$ cat src/rtl/muldiv_unit.sv
// muldiv_unit: iterative multiply/divide unit with HI/LO result registers.
// Multiplies by radix-2 shift-add and divides by restoring subtract-shift,
// always on operand magnitudes, and applies sign correction in the final
// cycle. Latency is fixed at WIDTH+1 cycles from the accepting edge to done.
module muldiv_unit #(
  parameter int WIDTH = 32,
  parameter int CNT_W = $clog2(WIDTH) + 1
) (
  input  logic             clk,
  input  logic             rst_n,
  input  logic             start,
  input  logic [2:0]       op,
  input  logic [WIDTH-1:0] a,
  input  logic [WIDTH-1:0] b,
  output logic             busy,
  output logic             done,
  output logic             div_zero,
  output logic [WIDTH-1:0] hi,
  output logic [WIDTH-1:0] lo
);

  localparam logic [2:0] OP_MTHI = 3'b100;
  localparam logic [2:0] OP_MTLO = 3'b101;

  typedef enum logic [1:0] {
    IDLE   = 2'd0,
    RUN    = 2'd1,
    FINISH = 2'd2
  } state_t;

  state_t state_q, state_d;

  logic [CNT_W-1:0] cnt_q;
  logic             armed_q;

  // Operation context captured on the accepting edge
  logic             is_div_q;
  logic             neg_res_q;
  logic             neg_rem_q;
  logic             b_zero_q;
  logic [WIDTH-1:0] a_q;
  logic [WIDTH-1:0] opnd_q;
  logic [WIDTH-1:0] acc_q;
  logic [WIDTH-1:0] lsr_q;

  logic             accept;
  logic             wr_hi;
  logic             wr_lo;
  logic             signed_op;
  logic             a_neg;
  logic             b_neg;
  logic [WIDTH-1:0] mag_a;
  logic [WIDTH-1:0] mag_b;

  logic [WIDTH:0]   mul_sum;
  logic [WIDTH:0]   div_shift;
  logic             div_ge;
  logic [WIDTH-1:0] div_sub;

  logic [2*WIDTH-1:0] prod_fix;
  logic [WIDTH-1:0]   quo_fix;
  logic [WIDTH-1:0]   rem_fix;
  logic [WIDTH-1:0]   res_hi;
  logic [WIDTH-1:0]   res_lo;

  // Two's-complement negation when n is set; used for magnitudes and sign fix-up
  function automatic logic [WIDTH-1:0] cond_neg(input logic [WIDTH-1:0] v,
                                                input logic n);
    return n ? ({WIDTH{1'b0}} - v) : v;
  endfunction

  function automatic logic [2*WIDTH-1:0] cond_neg2(input logic [2*WIDTH-1:0] v,
                                                   input logic n);
    return n ? ({(2*WIDTH){1'b0}} - v) : v;
  endfunction

  // Request decode; start is honoured only in IDLE and never on the first
  // edge after reset release
  always_comb begin
    signed_op = ~op[0];
    a_neg     = signed_op && ($signed(a) < 0);
    b_neg     = signed_op && ($signed(b) < 0);
    mag_a     = cond_neg(a, a_neg);
    mag_b     = cond_neg(b, b_neg);
    accept    = (state_q == IDLE) && armed_q && start && !op[2];
    wr_hi     = (state_q == IDLE) && armed_q && start && (op == OP_MTHI);
    wr_lo     = (state_q == IDLE) && armed_q && start && (op == OP_MTLO);
  end

  // One iteration step: shift-add for multiply, restoring step for divide
  always_comb begin
    mul_sum   = {1'b0, acc_q} + (lsr_q[0] ? {1'b0, opnd_q} : {(WIDTH+1){1'b0}});
    div_shift = {acc_q, lsr_q[WIDTH-1]};
    div_ge    = (div_shift >= {1'b0, opnd_q});
    div_sub   = div_shift[WIDTH-1:0] - opnd_q;
  end

  // Final sign correction and divide-by-zero substitution
  always_comb begin
    prod_fix = cond_neg2({acc_q, lsr_q}, neg_res_q);
    quo_fix  = cond_neg(lsr_q, neg_res_q);
    rem_fix  = cond_neg(acc_q, neg_rem_q);
    if (!is_div_q) begin
      res_hi = prod_fix[2*WIDTH-1:WIDTH];
      res_lo = prod_fix[WIDTH-1:0];
    end else if (b_zero_q) begin
      res_hi = a_q;
      res_lo = {WIDTH{1'b1}};
    end else begin
      res_hi = rem_fix;
      res_lo = quo_fix;
    end
  end

  // FSM state register
  always_ff @(posedge clk or negedge rst_n) begin
    if (!rst_n) begin
      state_q <= IDLE;
    end else begin
      state_q <= state_d;
    end
  end

  // FSM next-state logic
  always_comb begin
    state_d = state_q;
    case (state_q)
      IDLE:    if (accept) state_d = RUN;
      RUN:     if (cnt_q == CNT_W'(1)) state_d = FINISH;
      FINISH:  state_d = IDLE;
      default: state_d = IDLE;
    endcase
  end

  // Control and architectural result registers
  always_ff @(posedge clk or negedge rst_n) begin
    if (!rst_n) begin
      armed_q  <= 1'b0;
      cnt_q    <= '0;
      busy     <= 1'b0;
      done     <= 1'b0;
      div_zero <= 1'b0;
      hi       <= '0;
      lo       <= '0;
    end else begin
      armed_q <= 1'b1;
      done    <= 1'b0;
      case (state_q)
        IDLE: begin
          if (accept) begin
            busy  <= 1'b1;
            cnt_q <= CNT_W'(WIDTH);
          end
          if (wr_hi) hi <= a;
          if (wr_lo) lo <= a;
        end
        RUN: begin
          cnt_q <= cnt_q - CNT_W'(1);
        end
        FINISH: begin
          busy <= 1'b0;
          done <= 1'b1;
          hi   <= res_hi;
          lo   <= res_lo;
          if (is_div_q) div_zero <= b_zero_q;
        end
        default: ;
      endcase
    end
  end

  // Iteration datapath: operands latched on accept, stepped once per RUN cycle
  always_ff @(posedge clk) begin
    if (accept) begin
      is_div_q  <= op[1];
      neg_res_q <= a_neg ^ b_neg;
      neg_rem_q <= a_neg;
      b_zero_q  <= (b == '0);
      a_q       <= a;
      acc_q     <= '0;
      if (op[1]) begin
        opnd_q <= mag_b;
        lsr_q  <= mag_a;
      end else begin
        opnd_q <= mag_a;
        lsr_q  <= mag_b;
      end
    end else if (state_q == RUN) begin
      if (is_div_q) begin
        acc_q <= div_ge ? div_sub : div_shift[WIDTH-1:0];
        lsr_q <= {lsr_q[WIDTH-2:0], div_ge};
      end else begin
        acc_q <= mul_sum[WIDTH:1];
        lsr_q <= {mul_sum[0], lsr_q[WIDTH-1:1]};
      end
    end
  end

endmodule

$ cat config.mk
export PLATFORM = sky130hd
export DESIGN_NAME = muldiv_unit
export DESIGN_NICKNAME = d
export VERILOG_FILES = /design/src/rtl/muldiv_unit.sv
export SDC_FILE = /design/constraint.sdc
export NUM_CORES = 1
export LEC_CHECK = 0
export CAP_MARGIN = 20
export CORE_MARGIN = 4
export CORE_UTILIZATION = 65
export DETAILED_ROUTE_END_ITERATION = 7
export GPL_TIMING_DRIVEN = 0
export PLACE_DENSITY = 0.88
export SLEW_MARGIN = 20
export SYNTH_ARGS = -nofsm -noshare
export SYNTH_HDL_FRONTEND = slang
export SYNTH_SLANG_ARGS = --single-unit
$ cat constraint.sdc
create_clock -name clk -period 6.1 [get_ports clk]
set_clock_uncertainty 0.2 [all_clocks]
set_input_delay 1.22 -clock clk [delete_from_list [all_inputs] [get_ports clk]]
set_output_delay 1.22 -clock clk [all_outputs]
set_load 0.005 [all_outputs]
==> results of run 1 <==
==> where the power goes <==
| group | total [mW] | internal (mW) | switching (mW) |
|---|---|---|---|
| sequential | 1.47 | 1.47 | 0.000122 |
| combinational | 0.275 | 0.100 | 0.174 |
| clock | 1.41 | 0.764 | 0.644 |
| total | 3.15 | 2.33 | 0.819 |
==> layout make-up <==
type / count / share of cell area, %
Sequential cell: 208 / 28.85
Multi-Input combinational cell: 1543 / 54.11
Timing Repair Buffer: 137 / 7.304
Tap cell: 330 / 2.148
Clock buffer: 30 / 3.366
Clock inverter: 12 / 0.5013
Antenna cell: 3 / 0.03906
Inverter: 69 / 1.348
Buffer: 115 / 2.331
==> cell families after synthesis <==
kind of cell / count (synthesis)
AOI/OAI and AO/OA: 593
xor gates and xnor gates: 165
adders and majority gates: 72
buffers and inverters: 184
DFF: 208
muxes: 163
other: 1
and+or+nand+nor: 549
==> through the flow <==
| stage | total power [mW] | cells | TNS (ps) | utilization (%) |
|---|---|---|---|---|
| floorplan | 1.610 | 1935 | 0 | - |
| global placement | 1.746 | 2400 | -28890 | 73.12 |
| detailed placement | 1.756 | 2402 | 0 | 73.34 |
| CTS | 3.111 | 2444 | 0 | 76.29 |
| global route | 3.194 | 2445 | 0 | 76.30 |
| finish | 3.152 | 2447 | 0 | 76.32 |
==> how the worst max path moves through the flow <==
stage,to,from,slack [ps],cells after the start
after floorplan,lsr_q[31],start,1400,6
after global placement,lsr_q[31],start,-490,7
after detailed placement,acc_q[30],lsr_q[0],660,13
after CTS,acc_q[30],lsr_q[0],630,13
after global routing,acc_q[30],lsr_q[0],140,13
final,acc_q[30],lsr_q[0],380,13
==> per-layer routing <==
metal	part of all wire (%)	wire length, um
met1	35	23490
met2	42	28320
met3	13	8943
met4	9.2	6131
met5	0.019	13
==> sequential cells by signal (all words and copies together), names as in the netlist, 2 cells and up <==
name / count
lsr_q: 32
a_q: 32
cnt_q: 6
opnd_q: 32
lo: 32
acc_q: 32
state_q: 2
hi: 32
==> critical path: stages, from the launching register on <==
cell and delay, ps:
edfxtp_1 540, clkinv_1 520, clkbuf_1 450, nor2_1 300, ha_1 290, a211oi_1 360, o211ai_1 250, a2111oi_0 940
o31ai_1 350, a41oi_1 600, o21ai_0 180, xor2_1 170, a221oi_1 300, a21oi_1 110
==> cell usage in the layout, fill, tap and decap left out, types with 18 or more instances in the layout <==
cell type	n
ha_1	70
xor2_1	81
o31ai_1	23
edfxtp_1	100
xnor2_1	84
a22oi_1	23
nor2b_1	23
a21o_1	37
buf_1	20
dfxtp_1	32
nor3_1	32
o21ai_0	160
clkbuf_16	24
nand3_1	31
dfrtp_1	76
o211ai_1	22
nand2b_1	18
clkbuf_1	92
nor2_1	167
nand2_1	173
inv_1	66
mux2i_1	151
a211oi_1	23
a21oi_1	156
clkdlybuf4s50_1	134
==> metrics.md, run 1 <==
| Metric | Value |
|---|---|
| Synth top cells by count | `173 x nand2_1, 167 x nor2_1, 160 x o21ai_0` |
| CP arrival | `5920 ps` |
| Tcrit/Tclk final | `93.74%` |
| Leakage Power | `7.873 nW` |
| CTS root buffer | `clkbuf_16` |
| Synthesized area per cell | `8.604 um2` |
| Final-stage net count | `2239` |
| Peak fanout along the critical path | `10` |
| Area after DPL | `18470 um2` |
| WP data required | `6300 ps` |
| WL/cell | `27.34 um` |
| HP Start | `div_zero` |
| DRC viols | `7` |
| Yosys top cell area share | `18.04%` |
| Num ports | `137` |
| Critical Path Sink Type | `flip-flop` |
| Hpwl dp | `49900 um` |
| Reg-to-reg critical path endpoint | `acc_q[30]` |
| Largest net degree at the start of global routing | `50` |
| Asr flop ratio synth | `36.54%` |
| Largest family of logic cells by synthesized area | `compound AO/OA/AOI/OAI gates` |
| Peak supply drop | `0.0002124 V` |
| Hold WC Path Type | `reg2reg` |
| Top FF cell, synth | `edfxtp_1` |
| Top-count cell post-synth | `nand2_1` |
| Final Wtd Congestion | `1.087` |
| Post-CTS setup buffers | `0` |
| Relative slew margins | `28.72%` |
| CTS tree | `done` |
| Met3 usage | `12.35%` |
| Adder-cell area share of the yosys netlist | `5.501%` |
| Global-route wire length before repair | `98780 um` |
| Power per Cell Area | `164.0 nW/um2` |
| Max cap viols | `0` |
| Maximum root-to-sink buffer count | `3` |
| Die area | `28240 um2` |
| Hold Crit Depth | `2` |
| # fillers | `1855` |
| Gr ovfl total | `0` |
| Synth cell types | `82` |
| GRT Overall Usage | `45.50%` |
| Maximum clock rate | `174.9 MHz` |
| Fin crit period | `5718 ps` |
| Critical path class | `reg2reg` |
| Synth top area cells | `edfxtp_1 18%, dfrtp_1 11%, mux2i_1 9.1%` |
| Hold Crit Endpoint | `div_zero` |
| DR iter-0 viols | `3053` |
| Skew-Pair Late Insertion Delay | `550 ps` |
| Met2 track utilization from global routing | `69.30%` |
| Final WL | `66890 um` |
| Num CTS Buffers | `23` |
| Vias | `17520` |
| Area leader, netlist | `edfxtp_1` |
| Synth warnings | `0` |
| Syn Nets | `2077` |
| Mapped Cells | `1935` |
| Setup-failing EPs final | `0` |
| Final count of hold timing violations | `0` |
| Register area | `5545 um2` |
| Failing checks | `design-rule violations` |
| Vias in the first global route | `16760` |
| Worst reg2reg path depth | `13` |
| EDFF count, synth | `100` |
| Pins Over Slew Limit | `0` |
| Initial Utilization | `66.11%` |
| R2R setup slack | `380 ps` |
| H-tree levels | `1` |
| Initial antenna violation count | `2` |
| Synthesized flop and latch total | `208` |
| Synth Area in XOR/XNOR | `8.680%` |
| Clk slew on worst S/H paths | `60 ps` |
| PortBufs | `135` |
| Post-synthesis simple-gate area fraction | `15.57%` |
| Die X-Extent | `168.0 um` |
| Seq/Total Area, Yosys | `33.31%` |
| Place WS | `655.4 ps` |
| Final ANT Viol Nets | `0` |
| Cell area after layout | `19220 um2` |
| Final Worst Setup Slack | `381.6 ps` |
| Row count | `58` |
| Top Usage Layer GRT | `met2` |
| Share of cells above drive strength 1 | `3.974%` |
| Hold-fix buffers, CTS | `0` |
| Die Y-Extent | `168.0 um` |
| Final Hold Slack | `282.9 ps` |
| Multi-input logic area | `10400 um2` |
| Area of the core region | `25180 um2` |
| Crit path launch type | `flip-flop` |
| Clk sink count | `208` |
| First-pass DRT Iterations | `8` |
| Met1 track demand over resource | `56.91%` |
| Synth Area in Compound Gates | `22.80%` |
| Vias per cell | `7.158` |
| Worst r2r src | `lsr_q[0]` |
| CTS resizes | `0` |
| Synth Cell Area | `16650 um2` |
| Area growth syn-to-layout | `15.44%` |
| Status | `complete, but fails checks` |
| Worst Tran Pin Value | `1042 ps` |
| Unrepaired setup endpoints after global routing | `false` |
| Post-synthesis mux area share | `9.890%` |
Note: power is estimated with default switching activity, not from simulation.
==> run 2: changes to the inputs <==
- CELL_PAD_IN_SITES_DETAIL_PLACEMENT: default -> 1
- CELL_PAD_IN_SITES_GLOBAL_PLACEMENT: default -> 2
- CORE_UTILIZATION: 65 -> 40
- PLACE_DENSITY: 0.88 -> default
- PLACE_DENSITY_LB_ADDON: default -> 0.1
==> run 2 against run 1 <==
Compared with the run above:
- the flow now finishes without violations
- cell area rose by 1.7%
- combinational power hardly changed
- global-route usage is 12 points lower
- cell count up 8.3%
- critical path type unchanged
- critical endpoint unchanged
- highest routed layer is now met4
==> metrics.md, run 2 (same netlist as run 1, synthesis figures left out) <==
| Metric | Value |
|---|---|
| Area of the core region | `41020 um2 (was 25180 um2)` |
| Most frequent cells in the layout | `173 x nand2_1, 167 x nor2_1, 160 x o21ai_0 (unchanged)` |
| Relative slew margins | `18.98% (was 28.72%)` |
| Post-CTS setup buffers | `0 (unchanged)` |
| Share of cells above drive strength 1 | `3.917% (was 3.974%)` |
| Hold-fix buffers, CTS | `0 (unchanged)` |
| Area after DPL | `18710 um2 (was 18470 um2)` |
| GRT Overall Usage | `33.54% (was 45.50%)` |
| WL/cell | `29.14 um (was 27.34 um)` |
| Area growth syn-to-layout | `17.46% (was 15.44%)` |
| Peak fanout along the critical path | `10 (unchanged)` |
| Maximum clock rate | `178.5 MHz (was 174.9 MHz)` |
| Critical path class | `reg2reg (unchanged)` |
| Most common cell after layout, fill and taps aside | `nand2_1 (unchanged)` |
| Final WL | `77260 um (was 66890 um)` |
| CTS tree | `done (unchanged)` |
| Vias | `16590 (was 17520)` |
| Hold WC Path Type | `reg2reg (unchanged)` |
| Tcrit/Tclk final | `91.83% (was 93.74%)` |
| Die Y-Extent | `212.0 um (was 168.0 um)` |
| Gr ovfl total | `0 (unchanged)` |
| CP arrival | `5810 ps (was 5920 ps)` |
| Peak supply drop | `0.0001907 V (was 0.0002124 V)` |
| Power per Cell Area | `169.0 nW/um2 (was 164.0 nW/um2)` |
| Final-stage net count | `2242 (was 2239)` |
| Clk sink count | `208 (unchanged)` |
| Global-route wire length before repair | `112700 um (was 98780 um)` |
| Crit path launch type | `flip-flop (unchanged)` |
| Final ANT Viol Nets | `0 (unchanged)` |
| Maximum root-to-sink buffer count | `3 (unchanged)` |
| Leakage Power | `7.905 nW (was 7.873 nW)` |
| # fillers | `4863 (was 1855)` |
| Skew-Pair Late Insertion Delay | `580 ps (was 550 ps)` |
| Initial Utilization | `40.59% (was 66.11%)` |
| First-pass DRT Iterations | `5 (was 8)` |
| Setup-failing EPs final | `0 (unchanged)` |
| Largest net degree at the start of global routing | `53 (was 50)` |
| Unrepaired setup endpoints after global routing | `false (unchanged)` |
| Vias in the first global route | `16870 (was 16760)` |
| Final Wtd Congestion | `0.9457 (was 1.087)` |
| CTS root buffer | `clkbuf_16 (unchanged)` |
| DR iter-0 viols | `1474 (was 3053)` |
| Num ports | `137 (unchanged)` |
| Initial antenna violation count | `1 (was 2)` |
| Status | `finished, final reports clean (was complete, but fails checks)` |
| WP data required | `6310 ps (was 6300 ps)` |
| Max cap viols | `0 (unchanged)` |
| Clk slew on worst S/H paths | `60 ps (about the same)` |
| PortBufs | `135 (unchanged)` |
| Worst Tran Pin Value | `1213 ps (was 1042 ps)` |
| Antenna cells | `0 (was 3)` |
| Final count of hold timing violations | `0 (unchanged)` |
| Fin crit period | `5602 ps (was 5718 ps)` |
| Die area | `44950 um2 (was 28240 um2)` |
| Total power | `3.305 mW (was 3.152 mW)` |
| Pins Over Slew Limit | `0 (unchanged)` |
| Hpwl dp | `60160 um (was 49900 um)` |
| Num CTS Buffers | `26 (was 23)` |
| Row count | `74 (was 58)` |
| Die X-Extent | `212.0 um (was 168.0 um)` |
| Cell area after layout | `19560 um2 (was 19220 um2)` |
| Vias per cell | `6.258 (was 7.158)` |
| DRC viols | `0 (was 7)` |
| H-tree levels | `1 (unchanged)` |
| CTS resizes | `0 (unchanged)` |
| Critical Path Sink Type | `flip-flop (unchanged)` |
==> run 2: cell types whose count changed in the layout (fill, tap and decap cells not counted), sizes merged <==
cell,change
clkbuf,+6
diode,-3
inv,-3
bufinv,+1
clkinvlp,+1
==> run 2: final timing paths <==
path	start	end	slack [ps]	cells after the start
min in group asynchronous	rst_n	hi[16]	380	1
worst min register to register	cnt_q[5]	cnt_q[5]	280	1
worst max register to register	lsr_q[0]	acc_q[30]	500	13
worst max-delay path	lsr_q[0]	acc_q[30]	500	13
max in group asynchronous	rst_n	lo[12]	4730	2
worst min-delay path	cnt_q[5]	cnt_q[5]	280	1
==> run 2: power breakdown <==
part / internal, mW / total, mW / switching (mW)
sequential: 1.47 / 1.47 / 0.0000862
clock: 0.882 / 1.56 / 0.676
combinational: 0.100 / 0.277 / 0.177
==> run 2: layout make-up <==
class / instances / area, um2 / share of cell area (%)
buffer: 115 / 447.9 / 2.291
clock buffer: 36 / 729.5 / 3.730
clock inverter: 11 / 110.1 / 0.5631
inverter: 69 / 259.0 / 1.324
multi-input combinational: 1543 / 10400 / 53.19
sequential: 208 / 5545 / 28.36
tap: 532 / 665.6 / 3.404
timing repair buffer: 137 / 1396 / 7.141
==> run 2: per-stage QoR <==
step                      hold slack, ps  TNS [ps]  setup WS [ps]  cells  util, %
after floorplan                    238.3         0           1399   1935        -
after global placement             256.1    -55990         -849.0   2602    45.51
after detailed placement           271.5         0          331.9   2604    45.63
after CTS                          284.3         0          277.1   2651    47.67
after global routing               304.5         0          68.91   2651    47.68
final                              279.5         0          498.2   2651    47.68
==> run 2: metal layers <==
metal / vias up / wire length [um] / GRT usage, %
met5: - / 0 / 0
met4: 0 / 3784 / 13.10
met3: 155 / 4525 / 4.043
met2: 594 / 35650 / 54.67
met1: 8377 / 33300 / 45.69
li1: 7465 / - / -
==> run 2: worst max-delay path: stages (launching register included) <==
cell and delay (ps):
edfxtp_1 540, clkinv_1 620, clkbuf_1 450, nor2_1 270, ha_1 290, a211oi_1 300
o211ai_1 230, a2111oi_1 770, o31ai_1 320, a41oi_1 620, o21ai_0 210, xor2_1 180
a221oi_1 320, a21oi_1 100
==> run 3: changes to the inputs <==
- CORE_UTILIZATION: 40 -> 37
- clock period: 6.1 -> 6.2 ns (I/O delays scaled with it)
==> run 3 against run 2 <==
Compared with the run above:
- cell area is 0.36% higher
- wire length grew 0.19%
- via count hardly changed
- clock power decreased by 3%
- fmax down 4.7%
- first-iteration DRC count fell by 10%
- non-clock buffer count unchanged
- worst hold slack lost 11 ps
- sequential power about the same
- cell count increased by 2.3%
- setup slack got worse by 180 ps
- count of clock-buffer cells in the layout shrank 4
- largest cell class unchanged
- highest routed layer unchanged
==> metrics.md, run 3 (same netlist as run 1, synthesis figures left out) <==
| Metric | Value |
|---|---|
| Status | `finished, final reports clean (unchanged)` |
| Pins Over Slew Limit | `0 (unchanged)` |
| WL/cell | `28.54 um (was 29.14 um)` |
| Row count | `77 (was 74)` |
| Antenna cells | `0 (unchanged)` |
| Global-route wire length before repair | `112800 um (was 112700 um)` |
| Die Y-Extent | `220.1 um (was 212.0 um)` |
| Unrepaired setup endpoints after global routing | `false (unchanged)` |
| Peak fanout along the critical path | `10 (unchanged)` |
| Num ports | `137 (unchanged)` |
| Gr ovfl total | `0 (unchanged)` |
| Worst reg2reg path depth | `13 (unchanged)` |
| Post-Place Cells | `2664 (was 2604)` |
| Final-stage net count | `2242 (unchanged)` |
| Setup-failing EPs final | `0 (unchanged)` |
| # fillers | `5248 (was 4863)` |
| Die area | `48450 um2 (was 44950 um2)` |
| Initial antenna violation count | `0 (was 1)` |
| Worst Tran Pin Value | `1079 ps (was 1213 ps)` |
| Area of the core region | `44320 um2 (was 41020 um2)` |
| Maximum clock rate | `170.1 MHz (was 178.5 MHz)` |
| Vias | `16600 (was 16590)` |
| PortBufs | `135 (unchanged)` |
| Fin crit period | `5880 ps (was 5602 ps)` |
| Final ANT Viol Nets | `0 (unchanged)` |
| CTS root buffer | `clkbuf_16 (unchanged)` |
| Final Worst Setup Slack | `319.7 ps (was 498.2 ps)` |
| Skew-Pair Late Insertion Delay | `570 ps (was 580 ps)` |
| Peak supply drop | `0.0002381 V (was 0.0001907 V)` |
| GRT Overall Usage | `31.29% (was 33.54%)` |
| Area growth syn-to-layout | `17.89% (was 17.46%)` |
| Final count of hold timing violations | `0 (unchanged)` |
| Final Wtd Congestion | `0.9719 (was 0.9457)` |
| Vias in the first global route | `16910 (was 16870)` |
| CP arrival | `6080 ps (was 5810 ps)` |
| Hpwl dp | `60560 um (was 60160 um)` |
| WP data required | `6400 ps (was 6310 ps)` |
| DR iter-0 viols | `1323 (was 1474)` |
| Num CTS Buffers | `26 (unchanged)` |
| Critical path class | `reg2reg (unchanged)` |
| Vias per cell | `6.121 (was 6.258)` |
| First-pass DRT Iterations | `5 (unchanged)` |
| Critical Path Sink Type | `flip-flop (unchanged)` |
| H-tree levels | `1 (unchanged)` |
| Power per Cell Area | `164.9 nW/um2 (was 169.0 nW/um2)` |
| CTS tree | `done (unchanged)` |
| Clk slew on worst S/H paths | `60 ps (about the same)` |
| Largest net degree at the start of global routing | `52 (was 53)` |
| Initial Utilization | `37.57% (was 40.59%)` |
| Final WL | `77410 um (was 77260 um)` |
| Clk sink count | `208 (unchanged)` |
| Most frequent cells in the layout | `173 x nand2_1, 167 x nor2_1, 160 x o21ai_0 (unchanged)` |
| Share of cells above drive strength 1 | `4.057% (was 3.917%)` |
| R2R setup slack | `320 ps (was 500 ps)` |
| Leakage Power | `7.912 nW (was 7.905 nW)` |
| CTS resizes | `0 (unchanged)` |
| Hold WC Path Type | `reg2reg (unchanged)` |
| Post-Layout Cell Count | `2712 (was 2651)` |
| Die X-Extent | `220.1 um (was 212.0 um)` |
| Relative slew margins | `26.21% (was 18.98%)` |
| DRC viols | `0 (unchanged)` |
| Most common cell after layout, fill and taps aside | `nand2_1 (unchanged)` |
| Crit path launch type | `flip-flop (unchanged)` |
| Place WS | `524.1 ps (was 331.9 ps)` |
| Tcrit/Tclk final | `94.84% (was 91.83%)` |
| Hold Crit Depth | `1 (unchanged)` |
| Maximum root-to-sink buffer count | `3 (unchanged)` |
| Max cap viols | `0 (unchanged)` |
| Post-CTS setup buffers | `0 (unchanged)` |
| Hold-fix buffers, CTS | `0 (unchanged)` |
## run 3: path summary, 6_finish.rpt
kind	from	end
worst min-delay path	cnt_q[5]	cnt_q[5]
worst min register to register	cnt_q[5]	cnt_q[5]
min in group asynchronous	rst_n	hi[22]
worst max-delay path	lsr_q[0]	acc_q[30]
max in group asynchronous	rst_n	lo[6]
worst max register to register	lsr_q[0]	acc_q[30]
## run 3: worst max-delay path, cell delays in order (launching register included)
cell	delay (ps)
edfxtp_1	530
clkinv_1	620
clkbuf_1	450
nor2_1	290
ha_1	300
a211oi_1	340
o211ai_1	250
a2111oi_0	970
o31ai_1	370
a41oi_1	560
o21ai_0	230
xor2_1	190
a221oi_1	330
a21oi_1	100
## run 3: metrics by stage
stage	hold slack (ps)	total power [mW]	TNS (ps)	utilization [%]	instance area (um2)
5_1_grt	279.4	3.321	0	44.29	19630
4_1_cts	271.2	3.249	0	44.29	19630
6_report	269.0	3.237	0	44.29	19630
3_3_place_gp	259.2	1.740	-55820	42.29	18740
2_1_floorplan	238.3	1.584	0	-	16650
3_5_place_dp	263.8	1.746	0	42.41	18800
## run 3: layer usage
metal / up-vias / wire (um) / track usage (%) / share of wire, %
met1: 8434 / 33410 / 41.80 / 43
met2: 561 / 36950 / 53.27 / 48
met4: 0 / 2859 / 9.378 / 3.7
met3: 134 / 4187 / 3.764 / 5.4
li1: 7471 / - / - / -
met5: - / 0 / 0 / 0
## run 3: power breakdown
part | switching [mW] | internal [mW] | total, mW | leakage, nW
logic | 0.174 | 0.0985 | 0.272 | 5.48
clock network | 0.650 | 0.868 | 1.52 | 0.406
registers | 0.0000909 | 1.45 | 1.45 | 2.03
total | 0.824 | 2.41 | 3.24 | 7.91
## run 3: final cells by class
type / instances / area (um2) / share of cell area (%)
multi-input combinational: 1543 / 10400 / 52.99
inverter: 69 / 259.0 / 1.320
tap: 592 / 740.7 / 3.774
timing repair buffer: 137 / 1404 / 7.153
clock buffer: 32 / 683.2 / 3.481
buffer: 115 / 447.9 / 2.282
sequential: 208 / 5545 / 28.25
clock inverter: 16 / 146.4 / 0.7459
